## src/rtl/gift_128_pkg.sv

```systemverilog
`default_nettype none
// ============================================================================
// Module      : gift_128_pkg
// Description : Shared constants, FSM state encoding and helpers for the
//               GIFT-128 bus ingress block.
// Revision    : 1.0 - initial release
// ============================================================================
package gift_128_pkg;

    localparam int GIFT_BLK_W = 128;

    // Bit positions inside the sticky error vector
    localparam int ERR_FRAME = 0;
    localparam int ERR_NOKEY = 1;
    localparam int ERR_TMO   = 2;

    typedef enum logic [2:0] {
        ST_IDLE       = 3'd0,
        ST_COLLECT    = 3'd1,
        ST_PEND       = 3'd2,
        ST_ISSUE_KEY  = 3'd3,
        ST_ISSUE_DATA = 3'd4,
        ST_KEY_GAP    = 3'd5
    } state_t;

    // Number of stream beats that make up one 128-bit block
    function automatic int beats(input int word_w);
        return GIFT_BLK_W / word_w;
    endfunction

endpackage
`default_nettype wire

```

## src/rtl/gift_128_word_asm.sv

```systemverilog
`default_nettype none
// ============================================================================
// Module      : gift_128_word_asm
// Description : Beat counter, word placement and framing check. Presents the
//               block including the word on the bus so a completed block can
//               be consumed in the same cycle as its final beat.
// Revision    : 1.0 - initial release
// ============================================================================
module gift_128_word_asm
    import gift_128_pkg::*;
#(
    parameter int WORD_W    = 32,
    parameter bit MSW_FIRST = 1'b1
) (
    input  logic                  clk_i,
    input  logic                  reset,
    input  logic                  accept,
    input  logic [WORD_W-1:0]     s_data,
    input  logic                  s_is_key,
    input  logic                  s_last,
    output logic [GIFT_BLK_W-1:0] blk,
    output logic                  blk_done,
    output logic                  blk_is_key,
    output logic                  frame_err
);
    localparam int              BEATS     = beats(WORD_W);
    localparam int              CNT_W     = (BEATS > 1) ? $clog2(BEATS) : 1;
    localparam logic [CNT_W-1:0] LAST_BEAT = CNT_W'(BEATS - 1);

    logic [CNT_W-1:0]      r_cnt;
    logic                  r_type;
    logic [GIFT_BLK_W-1:0] r_buf;
    logic [CNT_W-1:0]      w_slot;
    logic                  w_first;
    logic                  w_last_beat;

    generate
        if (MSW_FIRST) begin : g_msw_first
            assign w_slot = LAST_BEAT - r_cnt;
        end else begin : g_lsw_first
            assign w_slot = r_cnt;
        end
    endgenerate

    assign w_first     = (r_cnt == '0);
    assign w_last_beat = (r_cnt == LAST_BEAT);
    assign blk_is_key  = w_first ? s_is_key : r_type;
    assign frame_err   = accept && ((!w_first && (s_is_key != r_type)) || (s_last != w_last_beat));
    assign blk_done    = accept && w_last_beat && !frame_err;

    // Merge the word on the bus into the held buffer at its slot
    always_comb begin
        blk = r_buf;
        if (accept) begin
            blk[int'(w_slot)*WORD_W +: WORD_W] = s_data;
        end
    end

    // Beat counter, block type latch and buffer update
    always_ff @(posedge clk_i or posedge reset) begin
        if (reset) begin
            r_cnt  <= '0;
            r_type <= 1'b0;
            r_buf  <= '0;
        end else if (accept) begin
            if (w_first) begin
                r_type <= s_is_key;
            end
            if (frame_err || w_last_beat) begin
                r_cnt <= '0;
            end else begin
                r_cnt <= r_cnt + 1'b1;
            end
            if (!frame_err) begin
                r_buf <= blk;
            end
        end
    end

endmodule
`default_nettype wire

```

## src/rtl/gift_128_bus_ingress.sv

```systemverilog
`default_nettype none
// ============================================================================
// Module      : gift_128_bus_ingress
// Description : Stream-to-block feeder for the GIFT-128 core. Assembles key
//               and plaintext blocks, issues load pulses and keeps data and
//               key reloads away from an encryption in flight.
// Revision    : 1.0 - initial release
// ============================================================================
module gift_128_bus_ingress
    import gift_128_pkg::*;
#(
    parameter int WORD_W       = 32,
    parameter bit MSW_FIRST    = 1'b1,
    parameter int KEY_GAP      = 2,
    parameter int CORE_TIMEOUT = 256
) (
    input  logic                  clk_i,
    input  logic                  reset,
    input  logic                  s_valid,
    output logic                  s_ready,
    input  logic [WORD_W-1:0]     s_data,
    input  logic                  s_is_key,
    input  logic                  s_last,
    output logic                  key_input_valid,
    output logic [GIFT_BLK_W-1:0] key_input,
    output logic                  data_input_valid,
    output logic [GIFT_BLK_W-1:0] data_input,
    input  logic                  cipher_out_valid,
    output logic [2:0]            err_o,
    input  logic                  err_clr,
    output logic [15:0]           blk_cnt
);
    localparam int GAP_W = $clog2(KEY_GAP + 2);
    localparam int TMO_W = $clog2(CORE_TIMEOUT + 1);

    state_t                r_state;
    state_t                w_next;
    logic                  r_run;
    logic [GAP_W-1:0]      r_gap;
    logic                  r_busy;
    logic [TMO_W-1:0]      r_tmo;
    logic                  r_cov_q;
    logic                  r_key_loaded;
    logic                  r_pend_key;
    logic [GIFT_BLK_W-1:0] r_key;
    logic [GIFT_BLK_W-1:0] r_data;
    logic [2:0]            r_err;
    logic [15:0]           r_blk_cnt;

    logic [GIFT_BLK_W-1:0] w_blk;
    logic w_blk_done, w_blk_is_key, w_frame_err;
    logic w_accept, w_rise, w_free, w_tmo;
    logic w_issue, w_issue_key, w_go_key, w_go_data, w_drop;
    logic [2:0] w_err_set;

    gift_128_word_asm #(
        .WORD_W    (WORD_W),
        .MSW_FIRST (MSW_FIRST)
    ) u_asm (
        .clk_i      (clk_i),
        .reset      (reset),
        .accept     (w_accept),
        .s_data     (s_data),
        .s_is_key   (s_is_key),
        .s_last     (s_last),
        .blk        (w_blk),
        .blk_done   (w_blk_done),
        .blk_is_key (w_blk_is_key),
        .frame_err  (w_frame_err)
    );

    // Stalled while a finished block waits or the core settles a new key
    assign s_ready  = r_run && (r_state != ST_PEND) && (r_gap == '0);
    assign w_accept = s_valid && s_ready;

    // A rising completion edge frees the core in the cycle it is seen
    assign w_rise = cipher_out_valid && !r_cov_q;
    assign w_free = !r_busy || w_rise;
    assign w_tmo  = r_busy && !w_rise && (r_tmo == '0);

    assign w_issue     = ((r_state == ST_PEND) || w_blk_done) && w_free;
    assign w_issue_key = (r_state == ST_PEND) ? r_pend_key : w_blk_is_key;
    assign w_go_key    = w_issue && w_issue_key;
    assign w_go_data   = w_issue && !w_issue_key && r_key_loaded;
    assign w_drop      = w_issue && !w_issue_key && !r_key_loaded;

    assign key_input_valid  = (r_state == ST_ISSUE_KEY);
    assign data_input_valid = (r_state == ST_ISSUE_DATA);
    assign key_input        = r_key;
    assign data_input       = r_data;
    assign err_o            = r_err;
    assign blk_cnt          = r_blk_cnt;

    // State register; r_run holds s_ready low until the first clock after reset
    always_ff @(posedge clk_i or posedge reset) begin
        if (reset) begin
            r_state <= ST_IDLE;
            r_run   <= 1'b0;
        end else begin
            r_state <= w_next;
            r_run   <= 1'b1;
        end
    end

    // Next-state: issue decisions first, then assembly progress, then drain
    always_comb begin
        w_next = r_state;
        if (w_go_key) begin
            w_next = ST_ISSUE_KEY;
        end else if (w_go_data) begin
            w_next = ST_ISSUE_DATA;
        end else if (w_drop || w_frame_err) begin
            w_next = ST_IDLE;
        end else if (w_blk_done) begin
            w_next = ST_PEND;
        end else if (w_accept) begin
            w_next = ST_COLLECT;
        end else begin
            case (r_state)
                ST_ISSUE_KEY, ST_KEY_GAP: w_next = (r_gap > GAP_W'(1)) ? ST_KEY_GAP : ST_IDLE;
                ST_ISSUE_DATA:            w_next = ST_IDLE;
                default:                  w_next = r_state;
            endcase
        end
    end

    // Issue datapath: output registers, key status, pending type, gap timer
    always_ff @(posedge clk_i or posedge reset) begin
        if (reset) begin
            r_key        <= '0;
            r_data       <= '0;
            r_blk_cnt    <= '0;
            r_key_loaded <= 1'b0;
            r_pend_key   <= 1'b0;
            r_gap        <= '0;
        end else begin
            if (w_blk_done) begin
                r_pend_key <= w_blk_is_key;
            end
            if (w_go_key) begin
                r_key        <= w_blk;
                r_key_loaded <= 1'b1;
                r_gap        <= GAP_W'(KEY_GAP);
            end else if (r_gap != '0) begin
                r_gap <= r_gap - 1'b1;
            end
            if (w_go_data) begin
                r_data    <= w_blk;
                r_blk_cnt <= r_blk_cnt + 16'd1;
            end
        end
    end

    // Core occupancy with completion-edge detect and watchdog
    always_ff @(posedge clk_i or posedge reset) begin
        if (reset) begin
            r_busy  <= 1'b0;
            r_tmo   <= '0;
            r_cov_q <= 1'b0;
        end else begin
            r_cov_q <= cipher_out_valid;
            if (w_go_data) begin
                r_busy <= 1'b1;
                r_tmo  <= TMO_W'(CORE_TIMEOUT - 1);
            end else if (r_busy) begin
                if (w_rise || w_tmo) begin
                    r_busy <= 1'b0;
                end else begin
                    r_tmo <= r_tmo - 1'b1;
                end
            end
        end
    end

    // Error sources for this cycle
    always_comb begin
        w_err_set            = '0;
        w_err_set[ERR_FRAME] = w_frame_err;
        w_err_set[ERR_NOKEY] = w_drop;
        w_err_set[ERR_TMO]   = w_tmo;
    end

    // Sticky errors; a new error outranks a simultaneous clear
    always_ff @(posedge clk_i or posedge reset) begin
        if (reset) begin
            r_err <= '0;
        end else begin
            r_err <= (r_err & {3{!err_clr}}) | w_err_set;
        end
    end

endmodule
`default_nettype wire

```

## config.mk

```make
export PLATFORM = sky130hd
export DESIGN_NAME = gift_128_bus_ingress
export DESIGN_NICKNAME = d
export VERILOG_FILES = /design/src/rtl/gift_128_pkg.sv /design/src/rtl/gift_128_word_asm.sv /design/src/rtl/gift_128_bus_ingress.sv
export SDC_FILE = /design/constraint.sdc
export NUM_CORES = 1
export LEC_CHECK = 0
export CORE_UTILIZATION = 53
export DETAILED_ROUTE_END_ITERATION = 16
export GPL_ROUTABILITY_DRIVEN = 0
export GPL_TIMING_DRIVEN = 0
export PLACE_DENSITY = 0.88
export SLEW_MARGIN = 20
export SYNTH_ARGS = -nofsm -noshare
export SYNTH_HDL_FRONTEND = slang
export SYNTH_SLANG_ARGS = --single-unit
```

## constraint.sdc

```tcl
create_clock -name clk_i -period 18.05 [get_ports clk_i]
set_input_delay 3.61 -clock clk_i [delete_from_list [all_inputs] [get_ports clk_i]]
set_output_delay 3.61 -clock clk_i [all_outputs]
set_load 0.01 [all_outputs]
```

-- Word level (Yosys, flattened, before mapping)
Index checks and enable logic that the tools add are counted.
- muxes and demuxes: 20
- bitwise gates (word level): 3
- add/sub/neg operators: 6
- equality and inequality tests: 9
- shifts and indexed selects: 2
- reduce and logical (&&, ||, !) cells: 39
- $lt $le $gt $ge: 1
- operators with widths (operator ; number):
    bitwise mux 128 bit ; 1
    2-to-1 mux 128 bit ; 1
    variable shift 32 x 33 -> 128 bit (first input constant) ; 1
    indexed part select 32 x 33 -> 128 bit ; 1
    negation 7 -> 33 bit ; 1
    2-to-1 mux 9 bit ; 3
    2-to-1 mux 3 bit ; 6
    adder 16 x 1 -> 16 bit (second input constant) ; 1
    logical AND 1 bit ; 15
    zero test 9 bit ; 1
    subtractor 9 x 1 -> 9 bit (second input constant) ; 1
    zero test 1 bit ; 8
    nonzero test 7 bit ; 1
    == test 3 x 2 -> 1 bit (second input constant) ; 2
    == test 3 bit (second input constant) ; 2
    logical OR 1 bit ; 6
    2-to-1 mux 2 bit ; 3
    case mux 3 bit (2 select lines) ; 1
    nonzero test 2 bit ; 3
    2-to-1 mux 1 bit ; 5
    zero test 2 bit ; 2
    AND reduction 2 bit ; 2
    AND 3 bit ; 1
    inequality test 3 x 2 -> 1 bit (second input constant) ; 1
    other kinds (10) ; 11
- register bits: 425

-- Depth between registers and ports, before layout
Gate-level depths: netlist of run 1.
- word-level depth: 15
- gate-level depth with buffers: 11
- depth with buffers taken out: 7

-- Cells and area by module
Synthesis of run 1 repeated with hierarchy kept, for this count alone.
- cell total of the unflattened synthesis: 1512
- area, all modules: 17745.8 um^2
- by module, submodules not included (module ; cells an instance ; times used ; area each (um^2) ; sequential area each (um^2)):
    gift_128_bus_ingress ; 985 ; 1 ; 11347.1 ; 7357.1
    gift_128_word_asm ; 527 ; 1 ; 6398.6 ; 3278.1

-- Worst setup path before layout of run 1
No wires, ideal clock.
- path kind: input port to flip-flop
- start point: input s_last
- end point: register r_data[88] (netlist: data_input[88])
- setup slack: 12.590 ns
- stages on the path: 9
- library setup time: 0.127 ns
- arrival time: 5.333 ns
- cells stage by stage: inv_1 or4_4 buf_6 o22ai_4 and3_1 buf_4 buf_12 buf_12 mux2_1
- cells in the longest elaborated chain, start to end: 9
- RTL lines (item ; line ; text):
    from (decl) ; gift_128_bus_ingress.sv:23 ; input logic s_last,
    inequality test 1 bit ; gift_128_word_asm.sv:48 ; assign frame_err = accept && ((!w_first && (s_is_key != r_type)) || (s_last != w_last_beat));
    logical OR 1 bit ; gift_128_word_asm.sv:48 ;
    logical AND 1 bit ; gift_128_word_asm.sv:48 ;
    zero test 1 bit ; gift_128_word_asm.sv:49 ; assign blk_done = accept && w_last_beat && !frame_err;
    logical AND 1 bit ; gift_128_word_asm.sv:49 ;
    logical OR 1 bit ; gift_128_bus_ingress.sv:81 ; assign w_issue = ((r_state == ST_PEND) || w_blk_done) && w_free;
    logical AND 1 bit ; gift_128_bus_ingress.sv:81 ;
    logical AND 1 bit (2 in a row) ; gift_128_bus_ingress.sv:84 ; assign w_go_data = w_issue && !w_issue_key && r_key_loaded;
    to (signal assigned) ; gift_128_bus_ingress.sv:148 ; r_data <= w_blk;
    to (decl) ; gift_128_bus_ingress.sv:46 ; logic [GIFT_BLK_W-1:0] r_data;
Every way passes these cells.
A chain may end at the register's enable or synchronous reset.

-- Final worst setup path of run 1
- start point: input cipher_out_valid
- end point: register r_key[30] (netlist: key_input[30])
- cells in the longest elaborated chain, start to end: 4
- RTL lines (item ; line ; text):
    from (decl) ; gift_128_bus_ingress.sv:28 ; input logic cipher_out_valid,
    logical AND 1 bit ; gift_128_bus_ingress.sv:77 ; assign w_rise = cipher_out_valid && !r_cov_q;
    logical OR 1 bit ; gift_128_bus_ingress.sv:78 ; assign w_free = !r_busy || w_rise;
    logical AND 1 bit ; gift_128_bus_ingress.sv:81 ;
    logical AND 1 bit ; gift_128_bus_ingress.sv:83 ; assign w_go_key = w_issue && w_issue_key;
    to (signal assigned) ; gift_128_bus_ingress.sv:141 ; r_key <= w_blk;
    to (decl) ; gift_128_bus_ingress.sv:45 ; logic [GIFT_BLK_W-1:0] r_key;
Every way passes these cells.

==> results.json, run 1 <==
{
  "outcome": "completed",
  "synth_edf_count": 0,
  "grt_pass1_vias": 14023,
  "fmax_mhz": 165,
  "cp-endpoint": "key_input[30]$_DFFE_PP0P_",
  "io_pins": 317,
  "crit_start": "cipher_out_valid",
  "synthesis.nets": 1655,
  "setup_viol": 0,
  "hold_violations": 0,
  "routed-wl-met2_um": 25000,
  "ff2ff_setup_slack_ns": 14.87,
  "rsz0062_at_grt": "no",
  "min_path_type": "flop to flop",
  "worst_slack_ns": 11.99,
  "cts_inserted_buffers": 44,
  "synth_most_common_cell": "dfrtp_1",
  "leakage_nw": 10.7,
  "clk_pin_slew_ns": 0.06,
  "ys_seq_elements": 425,
  "fin_skew_ns": 0.0160,
  "routed.top_layer": "met4",
  "core_sq_um": 33600,
  "crit_path_start_kind": "input pin",
  "die-area_sq_um": 35000,
  "synth_top_cell_area_share_pct": 58.7,
  "h-tree-depth": 2,
  "port_buffers": 316,
  "r2r-end": "key_input[30]$_DFFE_PP0P_",
  "grt_overflow_total": 0,
  "cap_violations": 0,
  "initial_core_util_pct": 53.9,
  "rows": 67,
  "drt-wirelength-per-cell_um": 21.7,
  "place_ws_ns": 11.47,
  "ff2ff_path_depth": 8,
  "worstPathArrival_ns": 6.47,
  "wl_met1_um": 20100,
  "tritoncts": "done",
  "synth_seq_area_share_pct": 58.7,
  "clk_path_buf_depth": 3,
  "post-route-util_pct": 69.9,
  "synthDistinctLibCells": 56,
  "yosysTopAreaCell": "dfrtp_1",
  "peakVddDrop_v": 0.000112,
  "viasPerCell": 5.70,
  "synthCells": 1606,
  "relSlewSlack_pct": 41.7,
  "drt_iter0_markers": 1353,
  "postCtsSetupBuffers": 0,
  "finalSetupTns_ns": 0,
  "finalCritPeriodShare_pct": 33.6,
  "post_cts_resized": 0,
  "antenna_found_initial": 4,
  "cts-root-buf": "clkbuf_16",
  "p_per_area_nw_per_um2": 124,
  "design_area_sq_um": 23500,
  "ys_top_cells_by_count": "425 x dfrtp_1, 409 x nand2_1, 261 x o21ai_0",
  "stdcell_count": 2459,
  "ctsHoldBuffers": 0,
  "drive_gt1_share_pct": 15.2,
  "postRouteAntennaNets": 0,
  "fin_hold_ws_ns": 0.482,
  "slew_viol_final": 0,
  "area_delta_synth_final_pct": 29.6,
  "async_reset_ff_share_pct": 100,
  "wl_met3_um": 4350,
  "vias": 14015,
  "final_nets": 2021,
  "yosysWarnings": 0,
  "worstReg2RegStart": "r_state[0]$_DFFE_PP0P_",
  "grt_max_degree": 114,
  "synthFlopType": "dfrtp_1",
  "place_hpwl_um": 37400,
  "worstSetupPathType": "input pin to flop",
  "drt_first_pass_iters": 5,
  "die-height_um": 187,
  "drc": 0,
  "synth_area_leaders": "dfrtp_1 59%, mux2_2 9.9%, nand2_1 8.5%",
  "die_x_um": 187,
  "min_period_ns": 6.06,
  "clk_latency_ns": 0.54,
  "dp.cells": 2374,
  "endpoint_kind": "flop",
  "grt_pass1_wl_um": 81500,
  "track_usage_pct": 30.4,
  "fin_total_pwr_mw": 2.91,
  "placed_cell_area_sq_um": 22000,
  "cp_max_fo": 10,
  "wl_um": 53300,
  "syn_area_sq_um": 18100,
  "syn_avg_cell_area_sq_um": 11.3,
  "clock_sinks": 425,
  "worst_slew_pin_slew_ns": 0.867,
  "required_ns": 18.46
}
critical path: stages:
cell and delay [ns]:
clkdlybuf4s50_1 0.48, nand2b_1 0.15, and2_0 0.20, clkbuf_1 0.15, nor2_1 0.12, a22o_1 0.20
buf_2 0.32, buf_2 0.43, buf_2 0.43, mux2_2 0.38
power by group:
group	internal, mW	switching [mW]
Clock	0.578	0.374
Combinational	0.357	0.404
Sequential	1.10	0.0996
layout make-up:
type                    instances  area (sq um)
flip-flops and latches        425         10600
inverters                      13          56.3
repair buffers                320          3270
multi-input cells            1064          6840
plain buffers                 104           609
well taps                     448           561
fillers                      2263         10100
clock inverters                19           290
clock buffers                  62          1230
diodes                          4          10.0
placed cells by master, fill, tap and decap left out, drive strengths merged, types with 7 or more instances in the layout:
cell type,instances
dfrtp,425
nand2,409
clkdlybuf4s50,316
o21ai,262
mux2,258
clkbuf,125
buf,45
xnor2,16
inv,15
nor2,14
nor3,12
nand3,11
ha,10
xor2,8
and3,7
bufinv,7
sequential cells by signal, summed over array words and instances, names as in the netlist:
| name | count |
|---|---|
| r_cov_q | 1 |
| err_o | 3 |
| r_run | 1 |
| r_pend_key | 1 |
| u_asm.r_cnt | 2 |
| r_gap | 2 |
| blk_cnt | 16 |
| u_asm.r_buf | 128 |
| data_input | 128 |
| r_tmo | 9 |
| r_key_loaded | 1 |
| r_busy | 1 |
| u_asm.r_type | 1 |
| r_state | 3 |
| key_input | 128 |
cells by family after synthesis:
kind of cell	synth area share, %
adders and majority gates	0.690
and+or+nand+nor	11.0
DFF	58.7
AOI/OAI and AO/OA	8.16
other	0.0207
xor gates and xnor gates	1.16
buffers and inverters	3.63
muxes	16.7
how the worst min path moves through the flow:
stage                                            from                          end  depth (start not counted)
after floorplan            u_asm.r_buf[0]$_DFFE_PP0P_   u_asm.r_buf[0]$_DFFE_PP0P_                          2
after global placement        blk_cnt[15]$_DFFE_PP0P_      blk_cnt[15]$_DFFE_PP0P_                          1
after detailed placement  u_asm.r_buf[57]$_DFFE_PP0P_  u_asm.r_buf[57]$_DFFE_PP0P_                          2
after CTS                 u_asm.r_buf[72]$_DFFE_PP0P_  u_asm.r_buf[72]$_DFFE_PP0P_                          2
after global routing      u_asm.r_buf[28]$_DFFE_PP0P_  u_asm.r_buf[28]$_DFFE_PP0P_                          2
final                     u_asm.r_buf[57]$_DFFE_PP0P_  u_asm.r_buf[57]$_DFFE_PP0P_                          2
routing by layer:
layer / GRT usage [%] / up-vias
met5: 0 / -
met4: 19.5 / 0
met3: 6.70 / 180
met2: 48.0 / 719
met1: 38.2 / 6926
li1: - / 6190
Note: power is estimated with default switching activity, not from simulation.
==> run 2, diff against run 1 <==
==> constraint.sdc (replaced) <==
create_clock -name clk_i -period 5.8 [get_ports clk_i]
set_input_delay 1.16 -clock clk_i [delete_from_list [all_inputs] [get_ports clk_i]]
set_output_delay 1.16 -clock clk_i [all_outputs]
set_load 0.01 [all_outputs]
==> results.json, run 2 (synthesis gave the netlist of run 1 again) <==
{
  "outcome": "completed",
  "dp.cells": 2384,
  "port_buffers": 316,
  "place_hpwl_um": 38400,
  "h-tree-depth": 2,
  "die-height_um": 187,
  "area_delta_synth_final_pct": 30.6,
  "clk_latency_ns": 0.57,
  "relSlewSlack_pct": 39.1,
  "finalCritPeriodShare_pct": 62.0,
  "initial_core_util_pct": 53.9,
  "clk_pin_slew_ns": 0.06,
  "seqCellArea_sq_um": 10600,
  "grt_pass1_wl_um": 83900,
  "cp_max_fo": 10,
  "fmax_mhz": 278,
  "hold_path_depth": 1,
  "worstPathArrival_ns": 2.43,
  "fillCellCount": 2220,
  "setup_viol": 0,
  "die-area_sq_um": 35000,
  "stdcell_count": 2472,
  "core_sq_um": 33600,
  "p_per_area_nw_per_um2": 382,
  "tritoncts": "done",
  "drc": 0,
  "worstSetupPathType": "flop to output port",
  "vias": 14165,
  "grt_overflow_total": 0,
  "hold_violations": 0,
  "grt_max_degree": 36,
  "rows": 67,
  "track_usage_pct": 31.3,
  "drive_gt1_share_pct": 16.0,
  "viasPerCell": 5.73,
  "cts-root-buf": "clkbuf_16",
  "required_ns": 4.64,
  "io_pins": 317,
  "ctsHoldBuffers": 0,
  "clk_path_buf_depth": 3,
  "crit_path_start_kind": "flop",
  "drt_iter0_markers": 1243,
  "layout_common_cells": "425 x dfrtp_1, 409 x nand2_1, 316 x clkdlybuf4s50_1",
  "multiInputGateArea_sq_um": 6840,
  "cap_violations": 0,
  "leakage_nw": 10.8,
  "fin_total_pwr_mw": 9.05,
  "clock_sinks": 425,
  "fin_skew_ns": 0.0220,
  "antenna_found_initial": 4,
  "min_period_ns": 3.59,
  "final_common_cell": "dfrtp_1",
  "cts_inserted_buffers": 45,
  "endpoint_kind": "output port",
  "peakVddDrop_v": 0.000316,
  "rsz0062_at_grt": "no",
  "min_path_type": "flop to flop",
  "drt_first_pass_iters": 5,
  "wl_um": 54300,
  "postRouteAntennaNets": 0,
  "postCtsSetupBuffers": 0,
  "final_nets": 2032,
  "drt-wirelength-per-cell_um": 22.0,
  "worst_slew_pin_slew_ns": 0.906,
  "slew_viol_final": 0,
  "grt_pass1_vias": 14507,
  "ff2ff_path_depth": 8,
  "post_cts_resized": 0,
  "die_x_um": 187
}
-- run 2: per-stage QoR --
stage               utilization, %  instance area, sq um  setup TNS, ns  worst slack, ns  hold WS (ns)
floorplan                        -                 18100        -465.56            -1.10         0.450
global placement              65.0                 21900       -1476.59            -3.51         0.458
detailed placement            65.9                 22100              0             1.70         0.462
CTS                           70.4                 23700              0             2.21         0.469
global route                  70.4                 23700              0             2.14         0.495
finish                        70.4                 23700              0             2.21         0.466
-- run 2: per-layer routing --
metal  part of all wire (%)  up-vias  GRT usage (%)
met5                      0        -              0
met2                     46      713           48.5
li1                       -     6205              -
met4                    7.6        0           22.0
met3                    8.3      184           8.05
met1                     38     7063           38.3
-- run 2: area by class of cell --
| type | instances | share of cell area [%] |
|---|---|---|
| multi-input combinational | 1064 | 28.9 |
| clock inverter | 19 | 0.840 |
| sequential | 425 | 44.9 |
| antenna | 5 | 0.0528 |
| buffer | 104 | 2.57 |
| timing repair buffer | 330 | 14.6 |
| clock buffer | 64 | 5.56 |
| inverter | 13 | 0.222 |
| tap | 448 | 2.37 |
-- run 2: critical path, stage by stage (launching register included) --
cell             delay [ns]
dfrtp_1                0.44
or3b_1                 0.40
clkbuf_1               0.25
and3_1                 0.29
clkdlybuf4s50_1        0.48
-- run 2: path summary, 6_finish.rpt --
check	startpoint	end	slack (ns)
max in group asynchronous	reset	data_input[27]$_DFFE_PP0P_	3.16
setup reg to reg	r_state[0]$_DFFE_PP0P_	key_input[34]$_DFFE_PP0P_	2.66
setup / recovery	r_state[0]$_DFFE_PP0P_	s_ready	2.21
hold / removal	blk_cnt[15]$_DFFE_PP0P_	blk_cnt[15]$_DFFE_PP0P_	0.47
min in group asynchronous	reset	u_asm.r_buf[41]$_DFFE_PP0P_	1.00
hold reg to reg	blk_cnt[15]$_DFFE_PP0P_	blk_cnt[15]$_DFFE_PP0P_	0.47
-- run 2: where the power goes --
group / switching [mW] / leakage, nW / total, mW / internal (mW)
Clock: 1.19 / 0.758 / 2.92 / 1.72
Combinational: 1.27 / 4.16 / 2.39 / 1.12
Sequential: 0.314 / 5.86 / 3.74 / 3.43
